`src/rtl/app_ser_pkg.sv`:
```
// app_ser_pkg: shared state encoding, header default and frame length helper
package app_ser_pkg;
  typedef enum logic [2:0] {IDLE, REQ, LOAD, SHIFT, GAP} state_t;
  localparam logic [3:0] HEADER_DEFAULT = 4'b1010;
  function automatic int frame_len(input int word_width, input int hdr_width);
    return hdr_width + word_width + 1;
  endfunction
endpackage

```
`src/rtl/ser_piso.sv`:
```
// ser_piso: parallel-load, MSB-first shift register; zeros shift in so the line idles low
module ser_piso #(
  parameter int W = 21
) (
  input  logic         clk,
  input  logic         rst,
  input  logic         load,
  input  logic         shift,
  input  logic [W-1:0] din,
  output logic         msb
);
  logic [W-1:0] q;
  // load wins over shift; after W shifts the register is empty again
  always_ff @(posedge clk or posedge rst)
    if (rst) q <= '0;
    else if (load) q <= din;
    else if (shift) q <= {q[W-2:0], 1'b0};
  assign msb = q[W-1];
endmodule

```
`src/rtl/tstamp_serializer.sv`:
```
// tstamp_serializer: drains the timestamp FIFO and sends each word as a framed serial bitstream
module tstamp_serializer
  import app_ser_pkg::*;
#(
  parameter int                  WORDWIDTH  = 16,
  parameter int                  HDR_WIDTH  = 4,
  parameter logic [HDR_WIDTH-1:0] HEADER    = HEADER_DEFAULT,
  parameter int                  GAP_CYCLES = 2
) (
  input  logic                 clk,
  input  logic                 rst,
  input  logic                 enable_i,
  input  logic                 fifo_empty_i,
  input  logic [WORDWIDTH-1:0] fifo_data_i,
  output logic                 fifo_re_o,
  output logic                 ser_o,
  output logic                 frame_o,
  output logic                 busy_o,
  output logic [15:0]          frame_cnt_o
);
  localparam int FRAME_LEN = frame_len(WORDWIDTH, HDR_WIDTH);
  localparam int CW = $clog2(FRAME_LEN);
  state_t         state;
  logic [CW-1:0]  bit_cnt;
  logic [3:0]     gap_cnt;
  assign fifo_re_o = state == REQ;
  assign busy_o    = state != IDLE;
  ser_piso #(.W(FRAME_LEN)) u_piso (
    .clk   (clk),
    .rst   (rst),
    .load  (state == LOAD),
    .shift (state == SHIFT),
    .din   ({HEADER, fifo_data_i, ^fifo_data_i}),
    .msb   (ser_o)
  );
  // frame sequencing: request, capture, shift out FRAME_LEN bits, then hold the idle gap
  always_ff @(posedge clk or posedge rst)
    if (rst) begin
      state       <= IDLE;
      bit_cnt     <= '0;
      gap_cnt     <= '0;
      frame_o     <= 1'b0;
      frame_cnt_o <= '0;
    end else
      case (state)
        IDLE:  if (enable_i && !fifo_empty_i) state <= REQ;
        REQ:   state <= LOAD;
        LOAD: begin
          bit_cnt <= CW'(FRAME_LEN - 1);
          frame_o <= 1'b1;
          state   <= SHIFT;
        end
        SHIFT:
          if (bit_cnt == '0) begin
            state       <= GAP;
            frame_o     <= 1'b0;
            frame_cnt_o <= frame_cnt_o + 16'd1;
            gap_cnt     <= 4'(GAP_CYCLES - 1);
          end else bit_cnt <= bit_cnt - CW'(1);
        GAP:
          if (gap_cnt == 4'd0) state <= IDLE;
          else gap_cnt <= gap_cnt - 4'd1;
        default: state <= IDLE;
      endcase
endmodule

```
`config.mk`:
```
export PLATFORM = sky130hd
export DESIGN_NAME = tstamp_serializer
export DESIGN_NICKNAME = d
export VERILOG_FILES = /design/src/rtl/app_ser_pkg.sv /design/src/rtl/ser_piso.sv /design/src/rtl/tstamp_serializer.sv
export SDC_FILE = /design/constraint.sdc
export NUM_CORES = 1
export LEC_CHECK = 0
export ABC_CLOCK_PERIOD_IN_PS = 3100
export BUFFER_PORTS_ARGS = -buffer_cell sky130_fd_sc_hd__buf_2
export CAP_MARGIN = 20
export CORE_ASPECT_RATIO = 1.5
export CORE_MARGIN = 4
export CORE_UTILIZATION = 32
export DETAILED_ROUTE_END_ITERATION = 16
export GPL_TIMING_DRIVEN = 0
export MAX_ROUTING_LAYER = met4
export PLACE_DENSITY = 0.6
export RECOVER_POWER = 25
export SLEW_MARGIN = 20
export SYNTH_ARGS = -nofsm -noshare
export SYNTH_HDL_FRONTEND = slang
export SYNTH_SLANG_ARGS = --single-unit
export TNS_END_PERCENT = 1
```
`constraint.sdc`:
```
create_clock -name clk -period 3.1 [get_ports clk]
set_clock_uncertainty 0.1 [all_clocks]
set_input_delay 0.62 -clock clk [delete_from_list [all_inputs] [get_ports clk]]
set_output_delay 0.62 -clock clk [all_outputs]
set_load 0.03 [all_outputs]
```
==> reports/metrics.yaml <==
synthesis:
  synth_common_cells: "dfrtp_1, nand2_1, xnor2_1, o21ai_0, mux2i_1"
  synth_ff_type: "dfrtp_1"
  synth_cell_types: 40
  ys_ff_latch: 50
  synth_cells: 229
  synth_edf_count: 0
  netlist.top_cell.by_area: "dfrtp_1"
  ys_warn_count: 0
  mappedNetlistNets: 252
  synth_most_common_cell: "dfrtp_1"
  synthesis.area_sq_um: 2427
  async_flop_share: 1.000
  avgSynthCellArea_sq_um: 10.60
  synth_top_area_frac: 0.5155
  ys_seq_area_frac: 0.5155
  synth.area.top_cells: "dfrtp_1, xnor2_1, mux2i_1"
sta:
  tns_ps: 0
  relSlewSlack: 0.4295
  maxClockFrequency_mhz: 396.8
  timing_max_transition_violations_final: 0
  worst_pin_slew_ps: 854.8
  fin_crit_sh: 0.8129
  finalCriticalPeriod_ps: 2520
  setup_violations: 0
  hold_viol: 0
  setup_ws_ps: 580.0
  rsz0062_at_grt: "no"
routing:
  post_drt_via_cell_ratio: 4.650
  wl_per_cell_um: 12.86
  drt_iter0_drc: 117
  dr.pass1.iters: 4
  postRouteAntennaNets: 0
  via_count: 1753
  drt_wl_total_mm: 4.850
  drc: 0
clocking:
  ctsResizeCount: 0
  post_cts_buffers: 0
  cts_tree: "done"
  htreeDepth: 2
  path_clk_slew_ps: 100
  root_buffer: "clkbuf_8"
  clk_latency_ps: 310
  clock_path_buffers: 2
  cts_inserted_buffers: 5
  ctsHoldBuffers: 0
  cts_num_sinks: 50
layout:
  ff_latch_area_sq_um: 1251
  nets: 299
  antenna_cells: 0
  multi_input_area_sq_um: 1102
  syn2layout_area_growth_pct: 18.14
  final_cell_area_sq_um: 2868
  drive_gt1_frac: 0.2130
  fillers: 745
  fin_util: 0.3917
critical_path:
  path_class: "reg2out"
  setup.worst_path.end_class: "output pin"
  r2r-start: "bit_cnt[0]"
  crit_path_start: "state[0]"
  critPathRequiredTime_ps: 2380
  start_kind: "flop"
  critical_path_peak_fanout: 10
  critPathArrivalTime_ps: 1800
placed_design:
  gp_congestion: 0.7581
  place_ws_ps: 788.9
  hpwl_mm: 3.649
  placedInstanceArea_sq_um: 2768
  numPortBuffers: 39
floorplanning:
  core_sq_um: 7322
  die_w_um: 79.11
  num_io_pins: 40
  num_rows: 38
  fp.dieArea_sq_um: 9072
  die_h_um: 114.7
  start_util: 0.3315
power:
  totalPowerFinal_w: 0.002274
  p_leak_nw: 1.389
  peakVddDrop_mv: 0.3250
  power_density_nw_per_um2: 793.0
global_routing:
  antenna_found_initial: 0
  grt_max_degree: 31
  grt_usage: 0.1212
  grt-ovfl-total: 0
  grt_pass1_vias: 1725
  grt_pass1_wl_mm: 8.452
hold_path:
  hp-class: "in2async"
outcome:
  status: "completed"
run:
  drv_cap: 0
[per-stage QoR]
| step | cells | hold WS [ps] |
|---|---|---|
| finish | 377 | 368.4 |
| global route | 377 | 408.9 |
| CTS | 377 | 218.6 |
| detailed placement | 369 | 358.7 |
| global placement | 368 | 356.6 |
| floorplan | 229 | 348.3 |
[final timing paths]
kind | end | slack [ps] | cells past startpoint
max in group asynchronous | u_piso.q[19] | 1880 | 3
worst min register to register | frame_cnt_o[15] | 380 | 1
worst max register to register | frame_cnt_o[11] | 800 | 7
worst max-delay path | fifo_re_o | 580 | 4
min in group clk | frame_cnt_o[15] | 380 | 1
worst min-delay path | frame_cnt_o[9] | 370 | 2
[placed cells by master (no fill, tap or decap), types with 2 or more instances in the layout]
cell type / n
a21oi_1: 5
a22o_1: 3
and3_1: 3
buf_2: 41
clkbuf_1: 8
clkbuf_8: 6
clkinv_4: 2
dfrtp_1: 50
ha_1: 3
inv_1: 9
mux2i_1: 17
nand2_1: 27
nand2b_1: 2
nand3_1: 4
nand4_1: 4
nor2_1: 12
o21ai_0: 20
o21ai_1: 3
o22a_1: 2
o22ai_1: 2
o31ai_1: 2
or3_1: 2
xnor2_1: 23
xor2_1: 8
[kinds of logic (layout without fill, tap and decap cells)]
family / after synthesis / after routing / synth area share
flip-flops: 50 / 50 / 0.5155
adder cells (fa/ha/maj): 3 / 3 / 0.01547
AO/OA/AOI/OAI: 39 / 39 / 0.09382
buffers and inverters: 19 / 67 / 0.03041
XOR/XNOR: 31 / 31 / 0.1119
AND/OR/NAND/NOR: 69 / 69 / 0.1582
multiplexers: 18 / 18 / 0.07474
[power breakdown]
part	leakage (nW)	switching [W]	total, W	internal [W]
Clock	0.0514	0.000229	0.000413	0.000184
Combinational	0.700	0.000531	0.000880	0.000349
Sequential	0.638	0.000125	0.000981	0.000856
Total	1.39	0.000885	0.00227	0.00139
[layout make-up]
cell class | count | share of cell area
Buffer | 10 | 0.01396
Clock buffer | 6 | 0.02880
Clock inverter | 2 | 0.006108
Inverter | 9 | 0.01178
Multi-Input combinational cell | 160 | 0.3844
Sequential cell | 50 | 0.4363
Tap cell | 100 | 0.04363
Timing Repair Buffer | 40 | 0.07504
[flip-flops by register name, indices dropped and copies added, names as in the netlist]
register	cells
state	3
frame_cnt_o	16
frame_o	1
bit_cnt	5
u_piso.q	21
gap_cnt	4
[worst max-delay path: stages, from the launching register on]
cell	delay, ps
dfrtp_1	350
buf_2	250
clkbuf_1	420
nor3b_1	240
buf_2	230
[metal layers]
metal | track usage | wire length (um)
met1 | 0.1461 | 2081
met2 | 0.1963 | 2517
met4 | 0.05505 | 106
met5 | - | 0
met3 | 0.02205 | 145
(Power assumes the default switching activity.)
